[src/rtl/ballot_pkg.sv]
// ballot_pkg
// Shared definitions for the three-voter ballot link. Both the transmit side
// and the remote evaluator use this package, so they have one definition of
// the frame states, the line levels and the majority function.
//   state_t     : frame state encoding (IDLE, START, D0, D1, D2, PAR, STP)
//   maj3        : majority of three votes
//   frame_level : serial line level driven while in a given state
package ballot_pkg;

   typedef enum logic [2:0] {
      IDLE,
      START,
      D0,
      D1,
      D2,
      PAR,
      STP
   } state_t;

   localparam logic IDLE_LEVEL  = 1'b1;
   localparam logic START_LEVEL = 1'b0;
   localparam logic STOP_LEVEL  = 1'b1;
   localparam int   FRAME_BITS  = 6;

   function automatic logic maj3(input logic t, input logic h, input logic p);
      return (t & h) | (t & p) | (h & p);
   endfunction

   // ballot is packed {T,H,P}; the data bits go out in T, H, P order.
   function automatic logic frame_level(input state_t s, input logic [2:0] ballot);
      logic lvl;
      lvl = IDLE_LEVEL;
      case (s)
         IDLE:    lvl = IDLE_LEVEL;
         START:   lvl = START_LEVEL;
         D0:      lvl = ballot[2];
         D1:      lvl = ballot[1];
         D2:      lvl = ballot[0];
         PAR:     lvl = ^ballot;
         STP:     lvl = STOP_LEVEL;
         default: lvl = IDLE_LEVEL;
      endcase
      return lvl;
   endfunction

endpackage

[src/rtl/ballot_bit_timer.sv]
// ballot_bit_timer
// Bit-period down-counter. A start pulse loads BIT_CYCLES-1; while run is
// high the count decrements and tick marks the last cycle of a bit period,
// at which point the counter reloads for the next bit.
//   clk_sys : clock
//   rst_b   : asynchronous active-low reset
//   start   : load the bit period (takes priority over run)
//   run     : count enable
//   tick    : last cycle of the current bit period
module ballot_bit_timer #(
   parameter int BIT_CYCLES = 4
) (
   input  logic clk_sys,
   input  logic rst_b,
   input  logic start,
   input  logic run,
   output logic tick
);

   localparam int CW = (BIT_CYCLES > 1) ? $clog2(BIT_CYCLES) : 1;
   localparam logic [CW-1:0] TC_LOAD = CW'(BIT_CYCLES - 1);

   logic [CW-1:0] count;

   assign tick = run && (count == '0);

   always_ff @(posedge clk_sys or negedge rst_b) begin
      if (!rst_b) begin
         count <= '0;
      end else if (start) begin
         count <= TC_LOAD;
      end else if (run) begin
         if (count == '0) count <= TC_LOAD;
         else             count <= count - 1'b1;
      end
   end

endmodule

[src/rtl/ballot_tx.sv]
// ballot_tx
// Transmit side of the three-voter ballot link. Captures {T,H,P} on an
// accepted load, registers the local majority, and shifts out a framed
// serial stream: START, T, H, P, even PARITY, STOP, each bit BIT_CYCLES long.
//   Clock  : system clock
//   Resetn : asynchronous active-low reset
//   T,H,P  : vote bits, sampled only on an accepted load
//   Load   : load request, level-sampled
//   Ready  : idle, a load this cycle is accepted
//   SerOut : serial line, idles high
//   Done   : one-cycle pulse when a frame completes
//   Maj    : majority of the last accepted ballot
//
// state | meaning
// IDLE  | line high, waiting for load
// START | start bit (low)
// D0    | vote T
// D1    | vote H
// D2    | vote P
// PAR   | even parity of T,H,P
// STP   | stop bit (high)
module ballot_tx
   import ballot_pkg::*;
#(
   parameter int BIT_CYCLES = 4
) (
   input  logic Clock,
   input  logic Resetn,
   input  logic T,
   input  logic H,
   input  logic P,
   input  logic Load,
   output logic Ready,
   output logic SerOut,
   output logic Done,
   output logic Maj
);

   state_t     state;
   state_t     state_nxt;
   logic [2:0] ballot;
   logic [2:0] ballot_nxt;
   logic       accept;
   logic       tick;
   logic       ser_nxt;
   logic       done_nxt;

   ballot_bit_timer #(
      .BIT_CYCLES (BIT_CYCLES)
   ) u_timer (
      .clk_sys (Clock),
      .rst_b   (Resetn),
      .start   (accept),
      .run     (state != IDLE),
      .tick    (tick)
   );

   assign Ready = (state == IDLE);

   always_ff @(posedge Clock or negedge Resetn) begin
      if (!Resetn) begin
         state  <= IDLE;
         ballot <= 3'b000;
         SerOut <= IDLE_LEVEL;
         Done   <= 1'b0;
         Maj    <= 1'b0;
      end else begin
         state  <= state_nxt;
         ballot <= ballot_nxt;
         SerOut <= ser_nxt;
         Done   <= done_nxt;
         if (accept) Maj <= maj3(T, H, P);
      end
   end

   always_comb begin
      state_nxt  = state;
      ballot_nxt = ballot;
      accept     = 1'b0;
      case (state)
         IDLE: begin
            if (Load) begin
               accept     = 1'b1;
               ballot_nxt = {T, H, P};
               state_nxt  = START;
            end
         end
         START:   if (tick) state_nxt = D0;
         D0:      if (tick) state_nxt = D1;
         D1:      if (tick) state_nxt = D2;
         D2:      if (tick) state_nxt = PAR;
         PAR:     if (tick) state_nxt = STP;
         STP:     if (tick) state_nxt = IDLE;
         default: state_nxt = IDLE;
      endcase
      // SerOut is registered, so it follows the level of the state being entered.
      ser_nxt  = frame_level(state_nxt, ballot_nxt);
      done_nxt = (state == STP) && tick;
   end

endmodule

[config.mk]
export PLATFORM = sky130hd
export DESIGN_NAME = ballot_tx
export DESIGN_NICKNAME = d
export VERILOG_FILES = /design/src/rtl/ballot_pkg.sv /design/src/rtl/ballot_bit_timer.sv /design/src/rtl/ballot_tx.sv
export SDC_FILE = /design/constraint.sdc
export NUM_CORES = 1
export LEC_CHECK = 0
export CAP_MARGIN = 10
export CORE_MARGIN = 2
export CORE_UTILIZATION = 35
export CTS_CLUSTER_DIAMETER = 60
export DETAILED_ROUTE_END_ITERATION = 10
export PLACE_DENSITY_LB_ADDON = 0.15
export SYNTH_ARGS = -nofsm -noshare
export SYNTH_HDL_FRONTEND = slang
export SYNTH_SLANG_ARGS = --single-unit
[constraint.sdc]
create_clock -name Clock -period 1.79 [get_ports Clock]
set_input_delay 0.179 -clock Clock [delete_from_list [all_inputs] [get_ports Clock]]
set_output_delay 0.179 -clock Clock [all_outputs]
set_load 0.05 [all_outputs]
==> results of run 1 <==
==> state kept, by name, summed over array words and instances, names as in the netlist <==
register and cells:
SerOut 1, ballot 3, state 3, u_timer.count 2
Maj 1, Done 1
==> power by group <==
group          total (mW)  switching, mW  internal (mW)  leakage [nW]
clock network       0.174         0.0881         0.0864        0.0150
registers           0.479          0.102          0.377         0.130
logic               0.996          0.490          0.505         0.212
total                1.65          0.681          0.968         0.357
==> per-layer routing <==
metal,part of all wire,track usage,up-vias
li1,-,-,238
met1,0.48,0.190,217
met2,0.44,0.163,13
met3,0.056,0.0357,3
met4,0.020,0.0686,0
met5,0,0,-
==> layout by cell type, fill, tap and decap left out, types with 2 or more instances in the layout <==
| master | netlist | final |
|---|---|---|
| clkdlybuf4s50_1 | 0 | 7 |
| a21oi_1 | 4 | 4 |
| xnor2_1 | 4 | 4 |
| nor3_1 | 2 | 2 |
| clkbuf_4 | 0 | 3 |
| nand2_1 | 3 | 3 |
| o21ai_0 | 3 | 3 |
| inv_1 | 5 | 5 |
| buf_4 | 0 | 10 |
| dfrtp_1 | 10 | 9 |
| nor2_1 | 4 | 4 |
| mux2_2 | 3 | 3 |
==> logic make-up (layout without fill, tap and decap cells) <==
kind of cell             Yosys count  count (layout)  synth area share
flip-flops                        11              11             0.454
buffers and inverters              6              27            0.0493
XOR/XNOR                           5               5            0.0719
multiplexers                       4               4            0.0801
AND/OR/NAND/NOR                   15              15             0.168
AO/OA/AOI/OAI                     13              13             0.140
adder cells (fa/ha/maj)            2               2            0.0370
==> per-stage QoR <==
stage | hold WS, ns | instance area (um2) | util | power [mW] | setup TNS, ns
floorplan | -0.117 | 609 | - | 1.09 | 0
CTS | 0.260 | 811 | 0.480 | 1.61 | 0
detailed placement | 0.473 | 785 | 0.464 | 1.43 | -0.0245
global route | 0.278 | 826 | 0.489 | 1.77 | 0
finish | 0.241 | 826 | 0.489 | 1.65 | 0
global placement | 0.459 | 785 | 0.464 | 1.43 | -0.0306
==> worst paths after layout <==
kind | start | to | slack, ns | cells after the start
max | state[2] | SerOut | 0.08 | 5
min | Resetn | u_timer.count[0] | 0.24 | 1
max reg2reg | state[2] | SerOut | 0.08 | 5
min reg2reg | u_timer.count[0] | u_timer.count[0] | 0.48 | 1
max in group asynchronous | Resetn | state[1] | 1.18 | 1
min in group Clock | u_timer.count[0] | u_timer.count[0] | 0.48 | 1
==> layout make-up <==
class	instances	area, um2
inverter	5	18.8
sequential	11	278
clock buffer	4	26.3
timing repair buffer	18	165
fill	156	863
multi-input combinational	39	317
tap	17	21.3
==> repair_timing <==
action	CTS	global route
resized for setup	0	4
buffers inserted	0	0
endpoints found under the setup margin	0	1
==> metrics.md, run 1 <==
| Metric | Value |
|---|---|
| Status | finished, final reports clean |
| Critical path class | reg -> reg |
| Synth Register Bits | 11 |
| Gr ovfl total | 0 |
| PnR worst setup slack | roughly 0.084 ns |
| Critical Path Max Stage Delay | 0.44 ns |
| CP cell instances | nor4b_4, mux2_4, or2b_1, a21oi_1, o32ai_1 |
| Power per cell area | 2000 nW/um2 |
| Dpl cells | 90 |
| Slew margin rel. | 0.660 |
| DP HPWL | 922 um |
| Initial antenna violation count | 0 |
| Initial DRC Count | 5 |
| Commonest cells in the netlist | dfrtp_1, inv_1, a21oi_1, nor2_1, xnor2_1 |
| Clk buf depth | 2 |
| Post-synth top area cell | dfrtp_1 |
| Clk root buf | clkbuf_4 |
| Syn Nets | 63 |
| Top-count cell post-synth | dfrtp_1 |
| Async S/R FF share, synth | 1.00 |
| PortBufs | 9 |
| Worst-Skew Late Latency | 0.27 ns |
| Synth warn | 0 |
| Pre-CTS setup slack | -0.0245 ns |
| Remaining DRCs | 0 |
| Num CTS Buffers | 3 |
| Fraction of layout cells with a size suffix above 1 | 0.338 |
| Vias in the first global route | 394 |
| Core area | approximately 1700 um2 |
| Total GRT Usage | 0.128 |
| Final Hold Viols | 0 |
| WL/cell | 12.5 um |
| Avg Cell Area, Syn | 10.9 um2 |
| VDD IR max | 979 uV |
| Clock sink total | 11 |
| Final Max Slew Viols | 0 |
| Clock-pin slew on the worst setup and hold paths | about 0.070 ns |
| Die area | 2090 um2 |
| Fmax | around 0.59 GHz |
| Drt first pass iters | 4 |
| Number of diodes | 0 |
| WP buf/inv | 0 |
| Nets | 85 |
| Startpoint Class | register |
| Initial Util | 0.361 |
| CTS tree | done |
| H-tree Lvls | 1 |
| Slowest-stage cell, CP | dfrtp_1 |
| Top cells by area, synth | dfrtp_1, xnor2_1, mux2_2 |
| Cell Area, Synth | around 600 um2 |
| Tcrit/Tclk final | 0.953 |
| First-pass GRT wire length | 1.79 mm |
| Min-Delay Path Class | in -> async |
| Die width | 45.7 um |
| Worst Setup End Kind | register |
| Largest net degree at the start of global routing | 12 |
| CP Data Arrival Time | 1.90 ns |
| Sequential area share after synthesis | 0.454 |
| Post-synth EDFFs | 0 |
| Total number of vias | ~470 |
| Non-filler instance count after layout | 94 |
| CTS Hold Bufs | 0 |
| Crit Path Max Fanout | 4 |
| Crit path max-delay family | simple AND/OR/NAND/NOR gates |
| FP Rows | 15 |
| Area grow syn2layout | 35.5% |
| Vias/cell | approximately 5 |
| Worst Tran Pin Value | between 0.5 and 0.6 ns |
| Dominant synthesized flop cell | dfrtp_1 |
| Final antenna-violating net count | 0 |
| Die Y | 45.7 um |
| Req. time, crit path | 1.98 ns |
| Tmin final | 1.71 ns |
| Top cell type's share of synthesized area | 0.411 |
| Synth unique cells | 27 |
| I/O pin count | 10 |
| Synth Instances | 56 |
| Final wirelength | 1.18 mm |
| Lkg Pwr | about 0.36 nW |
| Endpoints failing setup | 0 |
| Number of max-cap violations | 0 |
| Routability cong. | 0.757 |
| RSZ-0062 raised after global routing | false |
| Worst Skew | 0.00385 ns |
Note: power is estimated with default switching activity, not from simulation.
==> inputs of run 2 (changes only) <==
==> constraint.sdc (replaced) <==
create_clock -name Clock -period 1.45 [get_ports Clock]
set_input_delay 0.145 -clock Clock [delete_from_list [all_inputs] [get_ports Clock]]
set_output_delay 0.145 -clock Clock [all_outputs]
set_load 0.05 [all_outputs]
==> run 2 against run 1 <==
- the flow now finishes with violations (negative setup slack)
- clock skew fell by 0.0012 ns
- setup slack got worse by 0.32 ns
- design area grew 16%
- fmax grew 1.0%
- sequential share of layout area decreased by 4.5 points
- critical path depth did not move
- total power is 42% higher
- hold slack got worse by 0.027 ns
- die area is the same
- final cell count grew 11%
- clock power up 22%
- critical path type unchanged
- largest cell class unchanged
==> metrics.md, run 2 (same netlist as run 1, synthesis figures left out) <==
| Metric | Value |
|---|---|
| Status | complete, but fails checks |
| Failing checks | negative setup slack |
| Critical path class | reg -> reg |
| Die width | 45.7 um (unchanged) |
| Clk buf depth | 2 (unchanged) |
| Post-route setup TNS | -0.425 ns (-0.425 ns) |
| Clock sink total | 11 (unchanged) |
| Number of diodes | 0 (unchanged) |
| Util after Layout | 0.565 (+0.0763) |
| Gr ovfl total | 0 (unchanged) |
| Clock-pin slew on the worst setup and hold paths | 0.07 ns (about the same) |
| Number of max-cap violations | 0 (unchanged) |
| Endpoints failing setup | 3 (+3) |
| Final Max Slew Viols | 0 (unchanged) |
| Non-filler instance count after layout | 104 (+11%) |
| Remaining DRCs | 0 (unchanged) |
| Die Y | 45.7 um (unchanged) |
| Num CTS Buffers | 3 (unchanged) |
| Slew margin rel. | 0.655 (-0.00496) |
| Vias/cell | 4.96 (-0.98%) |
| CP cell instances | nor4b_4, mux2_4, or2b_1, a21oi_2, o32ai_1 |
| Tmin final | 1.69 ns (-0.0175 ns) |
| Critical Path Max Stage Delay | 0.44 ns (about the same) |
| Total number of vias | 516 (+9.6%) |
| PnR worst setup slack | -0.239 ns (-0.322 ns) |
| Placed cell areas | 842 um2 (+7.3%) |
| WL/cell | 13.1 um (+4.6%) |
| Startpoint Class | register |
| Total power | 2.35 mW (+42%) |
| Initial Util | 0.361 (unchanged) |
| Commonest non-fill, non-tap cells in the layout | buf_4, dfrtp_1, clkdlybuf4s50_1 |
| CTS tree | done |
| Worst hold slack | 0.214 ns (-0.0270 ns) |
| Crit Path Max Fanout | 4 (unchanged) |
| Dpl cells | 96 (+6.7%) |
| Worst-Skew Late Latency | 0.27 ns (about the same) |
| Commonest non-fill, non-tap cell in the layout | buf_4 |
| Min-Delay Path Class | in -> async |
| Routability cong. | 0.720 (-5.0%) |
| CTS Hold Bufs | 0 (unchanged) |
| Largest net degree at the start of global routing | 12 (unchanged) |
| Drt first pass iters | 4 (unchanged) |
| Worst Setup End Kind | register |
| Final wirelength | 1.36 mm (+16%) |
| Lkg Pwr | 0.419 nW (+17%) |
| VDD IR max | 1060 uV (+8.3%) |
| I/O pin count | 10 (unchanged) |
| Worst Skew | 0.00260 ns (-0.00125 ns) |
| CP Data Arrival Time | 1.88 ns (-0.02 ns) |
| Vias in the first global route | 504 (+28%) |
| Worst Tran Pin Value | 0.516 ns (+0.00741 ns) |
| Req. time, crit path | 1.64 ns (-0.34 ns) |
| Biggest regs | ballot (3), state (3), u_timer.count (2) |
| DP HPWL | 964 um (+4.6%) |
| Nets | 95 (+12%) |
| Die area | 2090 um2 (unchanged) |
| Initial antenna violation count | 0 (unchanged) |
| Area grow syn2layout | 56.7% |
| H-tree Lvls | 1 (unchanged) |
| FP Rows | 15 (unchanged) |
| Initial DRC Count | 8 (+3) |
| Core area | 1690 um2 (unchanged) |
| Slowest-stage cell, CP | dfrtp_2 |
| Tcrit/Tclk final | 1.16 (+0.211) |
| Fillcell total | 153 (-1.9%) |
| Pre-CTS setup slack | -0.404 ns (-0.379 ns) |
| PortBufs | 9 (unchanged) |
| RSZ-0062 raised after global routing | true |
| Power per cell area | 2460 nW/um2 (+23%) |
| Fmax | 0.592 GHz (+1.0%) |
| First-pass GRT wire length | 2.17 mm (+21%) |
| Total GRT Usage | 0.156 (+0.0285) |
| Final instance area | 955 um2 (+16%) |
| Final Hold Viols | 0 (unchanged) |
| Fraction of layout cells with a size suffix above 1 | 0.494 (+0.157) |
| Clk root buf | clkbuf_4 |
| Crit path max-delay family | simple AND/OR/NAND/NOR gates |
| Final antenna-violating net count | 0 (unchanged) |
| WP buf/inv | 0 (unchanged) |
[run 2: cell types whose count changed in the layout (fill, tap and decap cells not counted), moves of 2 or more]
cell / previous run / this run
nor3_2: 0 / 2
o21ai_0: 3 / 1
buf_4: 10 / 19
mux2_4: 1 / 3
clkdlybuf4s50_1: 7 / 5
mux2_2: 3 / 1
nor3_1: 2 / 0
buf_6: 0 / 2
[run 2: final timing paths]
kind                       cells past startpoint       end  startpoint  slack (ns)
setup / recovery                               5    SerOut    state[2]       -0.24
hold / removal                                 1      Done      Resetn        0.21
setup reg to reg                               5    SerOut    state[2]       -0.24
hold reg to reg                                1       Maj         Maj        0.52
max in group asynchronous                      1  state[2]      Resetn        0.86
min in group Clock                             1       Maj         Maj        0.52
[run 2: power by group]
group	switching [mW]	total, mW	internal [mW]
clock	0.106	0.213	0.107
sequential	0.117	0.583	0.465
combinational	0.726	1.55	0.825
[run 2: worst reg2reg max path, stage by stage, from the launching register on]
cell     delay, ns
dfrtp_2       0.44
nor4b_4       0.40
mux2_4        0.34
or2b_1        0.24
a21oi_2       0.12
o32ai_1       0.08
[run 2: routing by layer]
metal | wire (um) | vias to the layer above | track usage
met5 | 0 | - | 0
met4 | 14 | 0 | 0.109
met3 | 39 | 2 | 0.0476
met2 | 638 | 7 | 0.214
met1 | 670 | 243 | 0.206
li1 | - | 264 | -
[run 2: cell type report]
cell class / count / area, um2 / share of cell area
multi-input combinational: 39 / 352 / 0.368
inverter: 5 / 22.5 / 0.0236
sequential: 11 / 278 / 0.291
timing repair buffer: 28 / 255 / 0.267
clock buffer: 4 / 26.3 / 0.0275
tap: 17 / 21.3 / 0.0223
[run 2: what timing repair did]
item	4_1_cts	5_1_grt
buffers inserted	2	2
pin swaps	2	4
setup endpoints to repair	4	5
cloned	0	0
resized for setup	5	9
==> inputs of run 3 (changes only) <==
--- a/config.mk
+++ b/config.mk
@@ -5,11 +5,10 @@
 export SDC_FILE = /design/constraint.sdc
 export NUM_CORES = 1
 export LEC_CHECK = 0
-export CAP_MARGIN = 10
 export CORE_MARGIN = 2
 export CORE_UTILIZATION = 35
-export CTS_CLUSTER_DIAMETER = 60
 export DETAILED_ROUTE_END_ITERATION = 10
+export GPL_ROUTABILITY_DRIVEN = 0
 export PLACE_DENSITY_LB_ADDON = 0.15
 export SYNTH_ARGS = -nofsm -noshare
 export SYNTH_HDL_FRONTEND = slang
==> results of run 3 <==
Same layout as run 2: the final DEF is identical, and so are final timing and power.
